===== config.mk =====
export PLATFORM = sky130hd
export DESIGN_NAME = ocm_bus_initiator_flat
export DESIGN_NICKNAME = d
export VERILOG_FILES = /design/src/rtl/ocm_bus_initiator_pkg.sv /design/src/rtl/ocm_bus_initiator_if.sv /design/src/rtl/ocm_bus_initiator_fifo.sv /design/src/rtl/ocm_bus_initiator.sv /design/src/flat_wrapper.sv
export SDC_FILE = /design/constraint.sdc
export NUM_CORES = 1
export LEC_CHECK = 0
export ABC_CLOCK_PERIOD_IN_PS = 5480
export CAP_MARGIN = 15
export CORE_ASPECT_RATIO = 2
export CORE_MARGIN = 4
export CORE_UTILIZATION = 38
export CTS_CLUSTER_SIZE = 28
export DETAILED_ROUTE_END_ITERATION = 7
export GPL_TIMING_DRIVEN = 0
export SETUP_SLACK_MARGIN = 0.02
export SYNTH_ARGS = -nofsm -noshare
export SYNTH_HDL_FRONTEND = slang
export SYNTH_SLANG_ARGS = --single-unit

===== constraint.sdc =====
create_clock -name clk21m -period 5.48 [get_ports clk21m]
set_input_delay 1.096 -clock clk21m [delete_from_list [all_inputs] [get_ports clk21m]]
set_output_delay 1.096 -clock clk21m [all_outputs]
set_load 0.02 [all_outputs]

===== src/rtl/ocm_bus_initiator_pkg.sv =====
// ocm_bus_pkg: shared types and constants for the OCM slot bus initiator.
//   ocm_cmd_t     - one queued command {wrt, adr, wdata}, 25 bits packed
//   ocm_state_e   - bus-cycle sequencer states
//   OCM_IDLE_DATA - value returned on rsp_rdata when no read data exists
package ocm_bus_pkg;

  localparam int OCM_ADR_W  = 16;
  localparam int OCM_DATA_W = 8;

  localparam logic [OCM_DATA_W-1:0] OCM_IDLE_DATA = 8'hFF;

  typedef struct packed {
    logic                  wrt;
    logic [OCM_ADR_W-1:0]  adr;
    logic [OCM_DATA_W-1:0] wdata;
  } ocm_cmd_t;

  typedef enum logic [1:0] {
    ST_IDLE  = 2'd0,
    ST_ISSUE = 2'd1,
    ST_WAIT  = 2'd2,
    ST_DONE  = 2'd3
  } ocm_state_e;

endpackage


===== src/rtl/ocm_bus_initiator_if.sv =====
// ocm_bus_if: OCM-style slot bus (req/ack/wrt/adr/dbo/dbi).
//   master - initiator side: drives req, wrt, adr, dbo; receives ack, dbi
//   slave  - target side:    receives req, wrt, adr, dbo; drives ack, dbi
interface ocm_bus_if;
  import ocm_bus_pkg::*;

  logic                  req;
  logic                  ack;
  logic                  wrt;
  logic [OCM_ADR_W-1:0]  adr;
  logic [OCM_DATA_W-1:0] dbo;
  logic [OCM_DATA_W-1:0] dbi;

  modport master (
    output req, wrt, adr, dbo,
    input  ack, dbi
  );

  modport slave (
    input  req, wrt, adr, dbo,
    output ack, dbi
  );
endinterface


===== src/rtl/ocm_bus_initiator_fifo.sv =====
// ocm_cmd_fifo: circular command buffer holding ocm_cmd_t entries.
//   clk_i, rst_n_i - clock, asynchronous active-low reset (pointers only)
//   push_i, din_i  - write one entry; ignored while full
//   pop_i          - drop the head entry; ignored while empty
//   head_o         - entry at the read pointer (valid while !empty_o)
//   empty_o/full_o - occupancy flags, level_o - number of stored entries
// Pointers carry one extra wrap bit so full and empty are distinguishable.
module ocm_cmd_fifo
  import ocm_bus_pkg::*;
#(
  parameter int DEPTH = 4
) (
  input  logic                     clk_i,
  input  logic                     rst_n_i,
  input  logic                     push_i,
  input  ocm_cmd_t                 din_i,
  input  logic                     pop_i,
  output ocm_cmd_t                 head_o,
  output logic                     empty_o,
  output logic                     full_o,
  output logic [$clog2(DEPTH):0]   level_o
);

  localparam int PTR_W = $clog2(DEPTH);
  localparam logic [PTR_W:0] PTR_ONE = {{PTR_W{1'b0}}, 1'b1};

  ocm_cmd_t         mem_q [DEPTH];
  logic [PTR_W:0]   wr_ptr_q, wr_ptr_d;
  logic [PTR_W:0]   rd_ptr_q, rd_ptr_d;
  logic             do_push, do_pop;

  assign empty_o = (wr_ptr_q == rd_ptr_q);
  assign full_o  = (wr_ptr_q[PTR_W] != rd_ptr_q[PTR_W]) &&
                   (wr_ptr_q[PTR_W-1:0] == rd_ptr_q[PTR_W-1:0]);
  assign level_o = wr_ptr_q - rd_ptr_q;
  assign head_o  = mem_q[rd_ptr_q[PTR_W-1:0]];

  assign do_push = push_i && !full_o;
  assign do_pop  = pop_i && !empty_o;

  always_comb begin
    wr_ptr_d = wr_ptr_q;
    rd_ptr_d = rd_ptr_q;
    if (do_push) wr_ptr_d = wr_ptr_q + PTR_ONE;
    if (do_pop)  rd_ptr_d = rd_ptr_q + PTR_ONE;
  end

  always_ff @(posedge clk_i or negedge rst_n_i) begin
    if (!rst_n_i) begin
      wr_ptr_q <= '0;
      rd_ptr_q <= '0;
    end else begin
      wr_ptr_q <= wr_ptr_d;
      rd_ptr_q <= rd_ptr_d;
    end
  end

  // Storage is not reset: a reset clears the pointers, which discards it.
  always_ff @(posedge clk_i) begin
    if (do_push) mem_q[wr_ptr_q[PTR_W-1:0]] <= din_i;
  end

endmodule


===== src/rtl/ocm_bus_initiator.sv =====
// ocm_bus_initiator: queues register commands and runs one OCM bus cycle
// per command, returning one response per command.
//   clk21m, nreset     - system clock, asynchronous active-low reset
//   cmd_valid/ready    - command handshake; cmd_wrt, cmd_adr, cmd_wdata
//   rsp_valid          - one-cycle pulse with rsp_wrt, rsp_rdata, rsp_timeout
//   busy               - commands queued or a bus cycle in flight
//   bus                - ocm_bus_if master: req/wrt/adr/dbo out, ack/dbi in
// All outputs are registered.
module ocm_bus_initiator
  import ocm_bus_pkg::*;
#(
  parameter int FIFO_DEPTH = 4,
  parameter int TIMEOUT    = 255
) (
  input  logic                  clk21m,
  input  logic                  nreset,
  input  logic                  cmd_valid,
  output logic                  cmd_ready,
  input  logic                  cmd_wrt,
  input  logic [OCM_ADR_W-1:0]  cmd_adr,
  input  logic [OCM_DATA_W-1:0] cmd_wdata,
  output logic                  rsp_valid,
  output logic                  rsp_wrt,
  output logic [OCM_DATA_W-1:0] rsp_rdata,
  output logic                  rsp_timeout,
  output logic                  busy,
  ocm_bus_if.master             bus
);

  localparam int LVL_W = $clog2(FIFO_DEPTH) + 1;

  ocm_state_e            state_q, state_d;
  logic                  req_q, req_d;
  logic                  wrt_q, wrt_d;
  logic [OCM_ADR_W-1:0]  adr_q, adr_d;
  logic [OCM_DATA_W-1:0] dbo_q, dbo_d;
  logic [15:0]           cnt_q, cnt_d;
  logic                  cnt_zero_q, cnt_zero_d;
  logic                  tmo_q, tmo_d;
  logic [OCM_DATA_W-1:0] rdata_q, rdata_d;
  logic                  rsp_valid_q, rsp_valid_d;
  logic                  rsp_wrt_q, rsp_wrt_d;
  logic [OCM_DATA_W-1:0] rsp_rdata_q, rsp_rdata_d;
  logic                  rsp_tmo_q, rsp_tmo_d;
  logic                  busy_q, busy_d;
  logic                  ready_q, ready_d;

  logic                  push, pop;
  ocm_cmd_t              cmd_in, fifo_head;
  logic                  fifo_empty, fifo_full;
  logic [LVL_W-1:0]      fifo_level, level_d;

  // ready_q mirrors !full, so a push is only ever offered when there is room.
  assign push   = cmd_valid && ready_q;
  assign cmd_in = '{wrt: cmd_wrt, adr: cmd_adr, wdata: cmd_wdata};

  ocm_cmd_fifo #(
    .DEPTH (FIFO_DEPTH)
  ) u_fifo (
    .clk_i   (clk21m),
    .rst_n_i (nreset),
    .push_i  (push),
    .din_i   (cmd_in),
    .pop_i   (pop),
    .head_o  (fifo_head),
    .empty_o (fifo_empty),
    .full_o  (fifo_full),
    .level_o (fifo_level)
  );

  always_comb begin
    state_d     = state_q;
    req_d       = req_q;
    wrt_d       = wrt_q;
    adr_d       = adr_q;
    dbo_d       = dbo_q;
    cnt_d       = cnt_q;
    cnt_zero_d  = cnt_zero_q;
    tmo_d       = tmo_q;
    rdata_d     = rdata_q;
    rsp_valid_d = 1'b0;
    rsp_wrt_d   = rsp_wrt_q;
    rsp_rdata_d = rsp_rdata_q;
    rsp_tmo_d   = rsp_tmo_q;
    pop         = 1'b0;

    unique case (state_q)
      ST_IDLE: begin
        if (!fifo_empty) begin
          pop     = 1'b1;
          wrt_d   = fifo_head.wrt;
          adr_d   = fifo_head.adr;
          dbo_d   = fifo_head.wdata;
          tmo_d   = 1'b0;
          rdata_d = OCM_IDLE_DATA;
          state_d = ST_ISSUE;
        end
      end
      ST_ISSUE: begin
        req_d      = 1'b1;
        cnt_d      = 16'(TIMEOUT);
        cnt_zero_d = 1'b0;
        state_d    = ST_WAIT;
      end
      ST_WAIT: begin
        if (bus.ack) begin
          if (!wrt_q) rdata_d = bus.dbi;
          req_d   = 1'b0;
          state_d = ST_DONE;
        end else if (cnt_zero_q) begin
          req_d   = 1'b0;
          tmo_d   = 1'b1;
          state_d = ST_DONE;
        end else begin
          // The zero compare is registered to keep it off the ack path; that
          // extra stage is why req stays high for TIMEOUT+2 cycles.
          cnt_zero_d = (cnt_q == 16'd0);
          if (cnt_q != 16'd0) cnt_d = cnt_q - 16'd1;
        end
      end
      ST_DONE: begin
        rsp_valid_d = 1'b1;
        rsp_wrt_d   = wrt_q;
        rsp_rdata_d = rdata_q;
        rsp_tmo_d   = tmo_q;
        state_d     = ST_IDLE;
      end
      default: state_d = ST_IDLE;
    endcase

    // Occupancy after this edge drives both the registered ready and busy.
    level_d = fifo_level + LVL_W'(push) - LVL_W'(pop);
    ready_d = (level_d != LVL_W'(FIFO_DEPTH));
    busy_d  = (state_d != ST_IDLE) || (level_d != '0);
  end

  always_ff @(posedge clk21m or negedge nreset) begin
    if (!nreset) begin
      state_q     <= ST_IDLE;
      req_q       <= 1'b0;
      wrt_q       <= 1'b0;
      adr_q       <= '0;
      dbo_q       <= '0;
      cnt_q       <= '0;
      cnt_zero_q  <= 1'b0;
      tmo_q       <= 1'b0;
      rdata_q     <= OCM_IDLE_DATA;
      rsp_valid_q <= 1'b0;
      rsp_wrt_q   <= 1'b0;
      rsp_rdata_q <= OCM_IDLE_DATA;
      rsp_tmo_q   <= 1'b0;
      busy_q      <= 1'b0;
      ready_q     <= 1'b1;
    end else begin
      state_q     <= state_d;
      req_q       <= req_d;
      wrt_q       <= wrt_d;
      adr_q       <= adr_d;
      dbo_q       <= dbo_d;
      cnt_q       <= cnt_d;
      cnt_zero_q  <= cnt_zero_d;
      tmo_q       <= tmo_d;
      rdata_q     <= rdata_d;
      rsp_valid_q <= rsp_valid_d;
      rsp_wrt_q   <= rsp_wrt_d;
      rsp_rdata_q <= rsp_rdata_d;
      rsp_tmo_q   <= rsp_tmo_d;
      busy_q      <= busy_d;
      ready_q     <= ready_d;
    end
  end

  assign bus.req     = req_q;
  assign bus.wrt     = wrt_q;
  assign bus.adr     = adr_q;
  assign bus.dbo     = dbo_q;
  assign cmd_ready   = ready_q;
  assign rsp_valid   = rsp_valid_q;
  assign rsp_wrt     = rsp_wrt_q;
  assign rsp_rdata   = rsp_rdata_q;
  assign rsp_timeout = rsp_tmo_q;
  assign busy        = busy_q;

endmodule


===== src/flat_wrapper.sv =====
// flat-port wrapper written by rule: the top's interface ports become plain ports
module ocm_bus_initiator_flat import ocm_bus_pkg::*;
#(
  parameter int FIFO_DEPTH = 4,
  parameter int TIMEOUT    = 255
)
  (clk21m, nreset, cmd_valid, cmd_ready, cmd_wrt, cmd_adr, cmd_wdata, rsp_valid, rsp_wrt, rsp_rdata, rsp_timeout, busy, bus_req, bus_wrt, bus_adr, bus_dbo, bus_ack, bus_dbi);
  ocm_bus_if bus_i ();
  input  logic clk21m;
  input  logic nreset;
  input  logic cmd_valid;
  output logic cmd_ready;
  input  logic cmd_wrt;
  input  logic [OCM_ADR_W-1:0] cmd_adr;
  input  logic [OCM_DATA_W-1:0] cmd_wdata;
  output logic rsp_valid;
  output logic rsp_wrt;
  output logic [OCM_DATA_W-1:0] rsp_rdata;
  output logic rsp_timeout;
  output logic busy;
  output wire logic [$bits(bus_i.req)-1:0] bus_req;
  output wire logic [$bits(bus_i.wrt)-1:0] bus_wrt;
  output wire logic [$bits(bus_i.adr)-1:0] bus_adr;
  output wire logic [$bits(bus_i.dbo)-1:0] bus_dbo;
  input wire logic [$bits(bus_i.ack)-1:0] bus_ack;
  input wire logic [$bits(bus_i.dbi)-1:0] bus_dbi;
  assign bus_req = bus_i.req;
  assign bus_wrt = bus_i.wrt;
  assign bus_adr = bus_i.adr;
  assign bus_dbo = bus_i.dbo;
  assign bus_i.ack = bus_ack;
  assign bus_i.dbi = bus_dbi;
  ocm_bus_initiator #(.FIFO_DEPTH(FIFO_DEPTH), .TIMEOUT(TIMEOUT)) u_core (.clk21m(clk21m), .nreset(nreset), .cmd_valid(cmd_valid), .cmd_ready(cmd_ready), .cmd_wrt(cmd_wrt), .cmd_adr(cmd_adr), .cmd_wdata(cmd_wdata), .rsp_valid(rsp_valid), .rsp_wrt(rsp_wrt), .rsp_rdata(rsp_rdata), .rsp_timeout(rsp_timeout), .busy(busy), .bus(bus_i));
endmodule

# Yosys cells after proc, flatten, opt, wreduce, memory -nomap -nowiden
# Memory sizes are Yosys's and may differ from the RTL's. A register that Yosys moved wholly into a read port is not among the register bits.
# Index checks and enable logic that the tools add are counted.
[word_totals] register_bits=48 ramBits=100 output_inout_bits=39 mem_count=1 inputBits=37
[op_classes] addsub=6 bitwise_logic=1 reduce_logical=21 eq_ne=15 n_mux=27
[mem_list] name="u_core.u_fifo.mem_q" words=4 word_bits=25 read_ports=1 rd_clocked_by_memory_dff=1 write_ports=1 line="ocm_bus_initiator_fifo.sv:27" source="ocm_cmd_t mem_q [DEPTH];"
[ops] cell="$mux 16" n=3
[ops] cell="$pmux 16 s2" n=1
[ops] cell="$mux 8" n=3
[ops] cell="$logic_not 16->1" n=1
[ops] cell="$pmux 8 s2" n=1
[ops] cell="$reduce_bool 16->1" n=1
[ops] cell="$sub 16x1->16 const B" n=1
[ops] cell="$mux 1" n=12
[ops] cell="$reduce_and 4->1" n=3
[ops] cell="$ne 2x2->1 const B" n=5
[ops] cell="$pmux 2 s4" n=1
[ops] cell="$add 3x1->3 const B" n=2
[ops] cell="$mux 2" n=3
[ops] cell="$pmux 1 s2" n=3
[ops] cell="$reduce_and 2->1" n=3
[ops] cell="$reduce_bool 2->1" n=3
[ops] cell="$eq 2x2->1 const B" n=2
[ops] cell="$logic_and 1x1->1" n=4
[ops] cell="$ne 2x1->1 const B" n=2
[ops] cell="$add 3x1->3" n=1
[ops] cell="$eq 3x3->1" n=1
[ops] cell="$logic_not 1->1" n=3
[ops] cell="$ne 3x2->1 const B" n=1
[ops] cell="$ne 3x3->1 const B" n=1
[ops] cell="other kinds (9)" n=9

# Logic depth before layout (Yosys ltp)
[logic_depth] depth_word=6 mapped_depth=14 ltp_nobuf=12

# Modules after synthesis
# A second synthesis with hierarchy kept.
[hier_totals] cells_unflattened=440 hier_area_um2=7160.6
[modules_own_cells] mod="ocm_cmd_fifo" instances=1 cells_per_inst=176 area_each_um2=4072.7
[modules_own_cells] mod="ocm_bus_initiator" instances=1 cells_per_inst=264 area_each_um2=3088.0

# Worst setup path before layout
# Ideal clock, no wire load.
[synth_timing] path_type="register to register" start="register u_core.u_fifo.rd_ptr_q[0]" end="register u_core.busy_q (netlist: u_core.busy)" period_less_slack_ns=3.370 stages_incl_launch_ff=15 t_arrival_ns=3.242 n_path_buf=2 path_slack_ns=2.110 required_time_ns=5.353 setup_time_ns=0.127 path_cell_list="dfrtp_1 > buf_2 > xnor2_1 > nand3_1 > nand2_1 > buf_2 > inv_1 > fa_1 > fa_1 > inv_1 > ha_1 > xnor2_1 > xnor2_1 > nand2_1 > or2_2"
[synth_via] elab_chain_cells=6 elab_cells_between_ends=11
[synth_rtl] element="start: declaration" line="ocm_bus_initiator_fifo.sv:29" source="logic [PTR_W:0] rd_ptr_q, rd_ptr_d;"
[synth_rtl] element="start signal: assignment" line="ocm_bus_initiator_fifo.sv:54" source="rd_ptr_q <= rd_ptr_d;"
[synth_rtl] element="$eq 3x3->1" line="ocm_bus_initiator_fifo.sv:32" source="assign empty_o = (wr_ptr_q == rd_ptr_q);"
[synth_rtl] element="$mux 1" line="ocm_bus_initiator.sv:89" source="if (!fifo_empty) begin"
[synth_rtl] element="$mux 1" line="ocm_bus_initiator.sv:87" source="unique case (state_q)"
[synth_rtl] element="net u_core.pop" line="ocm_bus_initiator.sv:48" source="logic push, pop;"
[synth_rtl] element="$sub 3x1->3" line="ocm_bus_initiator.sv:132" source="level_d = fifo_level + LVL_W'(push) - LVL_W'(pop);"
[synth_rtl] element="$reduce_bool 3->1" line="ocm_bus_initiator.sv:134" source="busy_d = (state_d != ST_IDLE) || (level_d != '0);"
[synth_rtl] element="$logic_or 1x1->1" line="ocm_bus_initiator.sv:134"
[synth_rtl] element="net u_core.busy_d" line="ocm_bus_initiator.sv:45" source="logic busy_q, busy_d;"
[synth_rtl] element="end signal: assignment" line="ocm_bus_initiator.sv:168" source="busy_q <= busy_d;"
[synth_rtl] element="end: declaration" line="ocm_bus_initiator.sv:45"
# The timed path passes the listed nets, and every way through them passes these cells.
# A chain may end at the register's enable or synchronous reset.

# Final worst setup path
[layout_timing] start="register u_core.u_fifo.rd_ptr_q[1]" end="register u_core.busy_q (netlist: u_core.busy)"
# Same word-level chain as after synthesis.

==> flow_summary.json <==
{
  "detailed_place_hpwl_mm": 9.60,
  "synth_edf_count": 100,
  "grt_util_all_layers_pct": 14.1,
  "cts_inserted_buffers": 17,
  "final_core_util_pct": 48.3,
  "yosys.area.top_type": "sky130_fd_sc_hd__edfxtp_1",
  "post_route_cells_drive_above_1_share_pct": 25.0,
  "top_level_ports": 76,
  "die-height_um": 199,
  "crit_path_most_repeated_cell": "sky130_fd_sc_hd__xnor2_1",
  "grt_max_degree": 53,
  "hold_class": "reg2reg",
  "timing_worst_setup_path_type": "reg2reg",
  "share_of_the_clock_period_used_by_the_worst_path_after_layout_pct": 72.8,
  "antenna_violations_before_repair": 0,
  "vias_in_the_first_global_route": 4304,
  "clock.fmax_ghz": 0.251,
  "postCtsSetupRepairBufs": 0,
  "critical_path.n_buffers_inverters": 4,
  "crit_required_ns": 5.78,
  "buffer_cell_driving_the_clock_tree_root": "sky130_fd_sc_hd__clkbuf_16",
  "detail-route-antenna-nets": 0,
  "finalMaxSlewViolations": 0,
  "status": "complete, no violations",
  "cpMaxStageDelayCell": "sky130_fd_sc_hd__fa_1",
  "met1_usage_pct": 14.8,
  "dp_worst_setup_slack_ns": 1.45,
  "power-per-cell-area_nw_per_um2": 567,
  "postSynthNetCount": 449,
  "max_slew.worst_pin.slew_ns": 0.878,
  "fin_hold_ws_ns": 0.504,
  "initial_utilization_pct": 38.8,
  "synth_top_cells_by_area": "sky130_fd_sc_hd__edfxtp_1 (43%), sky130_fd_sc_hd__dfrtp_1 (20%), sky130_fd_sc_hd__mux4_2 (8.1%)",
  "timing.final.hold_violations": 0,
  "globalplace.congestion": 0.800,
  "detail_route.vias_per_cell": 5.39,
  "antenna-diode-count": 0,
  "setup_tns_final_ns": 0,
  "synthesis.area_per_instance_um2": 17.5,
  "path_max_fanout": 10,
  "rsz0062_at_grt": "false",
  "globalRouteMet3Util_pct": 3.49,
  "design.core.area_um2": 17900,
  "slew_headroom_pct": 41.5,
  "globalRoute.totalOverflow": 0,
  "syn_to_final_growth_pct": 24.5,
  "fillcell_total": 1490,
  "worstSetupStartpointType": "register",
  "route.detailed.drc": 0,
  "clock_insertion_delay_worst_skew_ns": 0.42,
  "cts_hold_repair.buffers": 0,
  "detailroute.via_count": 3879,
  "synth-main-ff-cell": "sky130_fd_sc_hd__edfxtp_1",
  "finClkSkew_ns": 0.00934,
  "drv_cap": 0,
  "yosysSeqAreaShare_pct": 69.9,
  "clock_slew_at_reported_path_ffs_ns": 0.06,
  "cts-htree-levels": 4,
  "netlist_instances": 397,
  "combined_area_of_all_synthesized_cells_um2": 6940,
  "die_area_um2": 20600,
  "chipWidth_um": 104,
  "avgRoutedWirePerCell_um": 19.4,
  "crit_path_max_incr_delay_ns": 0.50,
  "synth.yosys.warnings": 0,
  "power_leakage_nw": 3.13,
  "grtUsageMet2_pct": 27.2,
  "ctsLongestPathBuffers": 2,
  "numPlacedInstances": 688,
  "globalRoute.busiestLayer": "met2",
  "critical-path-top-delay-family": "adder cells",
  "drt_first_pass_iters": 4,
  "critPathCaptureType": "register",
  "peakVddDrop_mv": 0.426,
  "first_pass_grt_wire_length_mm": 22.7,
  "num-nets-final": 546,
  "final.min_clock_period_ns": 3.99,
  "post_layout_nonfiller_instances": 720,
  "synth.lib_cells_used.distinct": 49,
  "io_buffers": 75,
  "synth_top_area_share_pct": 43.3,
  "synthArstFlopShare_pct": 42.2,
  "setup_viol_count_final": 0,
  "synth.ff_latch_count": 173,
  "postLayoutSetupSlackWorst_ns": 1.49,
  "rows": 69,
  "cts_tree": "yes",
  "path_cells": "clkbuf_2 > xnor2_1 > nand3_1 > nand2_1 > buf_2 > inv_1 > fa_1 > fa_1 > inv_1 > ha_1 > xnor2_1 > xnor2_1 > nand2_1 > or2_2",
  "wirelength_mm": 14.0,
  "arrival_ns": 4.29,
  "dr.first_iter.drc_count": 134,
  "numClockSinks": 173,
  "post_cts_resize_count": 0
}
per-stage QoR:
stage / power [W] / cell area (um2)
4_1_cts: 0.00497 / 8630
3_5_place_dp: 0.00375 / 8040
5_1_grt: 0.00517 / 8630
6_report: 0.00489 / 8630
3_3_place_gp: 0.00365 / 7950
2_1_floorplan: 0.00307 / 6940
layout make-up:
class	instances	area [um2]	area share, %
repair buffers	78	831	9.62
flip-flops and latches	173	4850	56.2
multi-input cells	200	1990	23.1
plain buffers	11	47.5	0.551
inverters	13	48.8	0.565
clock buffers	17	425	4.93
clock inverters	15	171	1.99
well taps	213	267	3.09
kinds of logic (layout without fill, tap and decap cells):
group / Yosys count / after routing / synth area share (%)
DFF: 173 / 173 / 69.9
and+or+nand+nor: 67 / 67 / 5.74
muxes: 64 / 64 / 14.4
AOI/OAI and AO/OA: 44 / 44 / 4.35
buffers and inverters: 24 / 134 / 1.39
adders and majority gates: 15 / 15 / 2.92
xor gates and xnor gates: 10 / 10 / 1.26
power by group:
| group | total [W] | switching (W) | leakage (nW) | internal, W |
|---|---|---|---|---|
| clock | 0.00121 | 0.000495 | 0.280 | 0.000714 |
| combinational | 0.00177 | 0.000905 | 1.09 | 0.000861 |
| sequential | 0.00192 | 0.000149 | 1.75 | 0.00177 |
| total | 0.00489 | 0.00155 | 3.13 | 0.00334 |
metal layers:
layer | vias to the layer above | share of wire (%)
li1 | 1744 | -
met1 | 2021 | 37
met2 | 104 | 57
met3 | 10 | 4.3
met4 | 0 | 1.3
met5 | - | 0
placed cells by master (no fill, tap or decap), drive strengths merged, types with 11 or more instances in the layout:
cell type and count:
inv 14, edfxtp 100, ha 13, clkbuf 23
mux2 36, dfstp 17, mux4 25, clkdlybuf4s50 74
nand2 11, dfrtp 56
synth_stat cells (2+ instances only):
| cell type | n |
|---|---|
| sky130_fd_sc_hd__nor2_1 | 7 |
| sky130_fd_sc_hd__o21ai_0 | 8 |
| sky130_fd_sc_hd__xor2_1 | 3 |
| sky130_fd_sc_hd__nand2b_1 | 2 |
| sky130_fd_sc_hd__fa_1 | 2 |
| sky130_fd_sc_hd__mux2_2 | 36 |
| sky130_fd_sc_hd__clkbuf_1 | 5 |
| sky130_fd_sc_hd__or3b_2 | 3 |
| sky130_fd_sc_hd__nand3_1 | 4 |
| sky130_fd_sc_hd__xnor2_1 | 7 |
| sky130_fd_sc_hd__mux4_2 | 25 |
| sky130_fd_sc_hd__edfxtp_1 | 100 |
| sky130_fd_sc_hd__a31oi_1 | 5 |
| sky130_fd_sc_hd__inv_1 | 13 |
| sky130_fd_sc_hd__ha_1 | 13 |
| sky130_fd_sc_hd__or4_1 | 6 |
| sky130_fd_sc_hd__and2_1 | 4 |
| sky130_fd_sc_hd__o311ai_0 | 3 |
| sky130_fd_sc_hd__dfstp_2 | 17 |
| sky130_fd_sc_hd__nand4_1 | 2 |
| sky130_fd_sc_hd__o22a_1 | 8 |
| sky130_fd_sc_hd__or2_2 | 2 |
| sky130_fd_sc_hd__o41ai_1 | 3 |
| sky130_fd_sc_hd__and3_1 | 3 |
| sky130_fd_sc_hd__mux2i_1 | 3 |
| sky130_fd_sc_hd__buf_2 | 4 |
| sky130_fd_sc_hd__or3_1 | 3 |
| sky130_fd_sc_hd__nand2_1 | 11 |
| sky130_fd_sc_hd__dfrtp_1 | 56 |
| sky130_fd_sc_hd__a21oi_1 | 9 |
| sky130_fd_sc_hd__nor4_1 | 4 |
| sky130_fd_sc_hd__nor3_1 | 9 |
state kept, by name, summed over array words and instances (netlist names), 2 cells and up:
signal and flops:
u_core.state_q 2, u_core.bus.adr 16, u_core.rdata_q 8, u_core.cnt_q 16
u_core.bus.dbo 8, u_core.u_fifo.mem_q 100, u_core.u_fifo.rd_ptr_q 3, u_core.u_fifo.wr_ptr_q 3
u_core.rsp_rdata 8
path summary, 6_finish.rpt:
check                                                      start                               to  slack (ns)  cells past startpoint
hold / removal                        u_core.bus.req$_DFFE_PN0P_       u_core.bus.req$_DFFE_PN0P_        0.50                      1
hold reg to reg                       u_core.bus.req$_DFFE_PN0P_       u_core.bus.req$_DFFE_PN0P_        0.50                      1
setup reg to reg           u_core.u_fifo.rd_ptr_q[1]$_DFFE_PN0P_            u_core.busy$_DFF_PN0_        1.49                     14
min in group asynchronous                                 nreset    u_core.bus.dbo[2]$_DFFE_PN0P_        0.58                      1
setup / recovery           u_core.u_fifo.rd_ptr_q[1]$_DFFE_PN0P_            u_core.busy$_DFF_PN0_        1.49                     14
max in group asynchronous                                 nreset  u_core.rsp_rdata[7]$_DFFE_PN1P_        4.26                      2
Note: power is estimated with default switching activity, not from simulation.
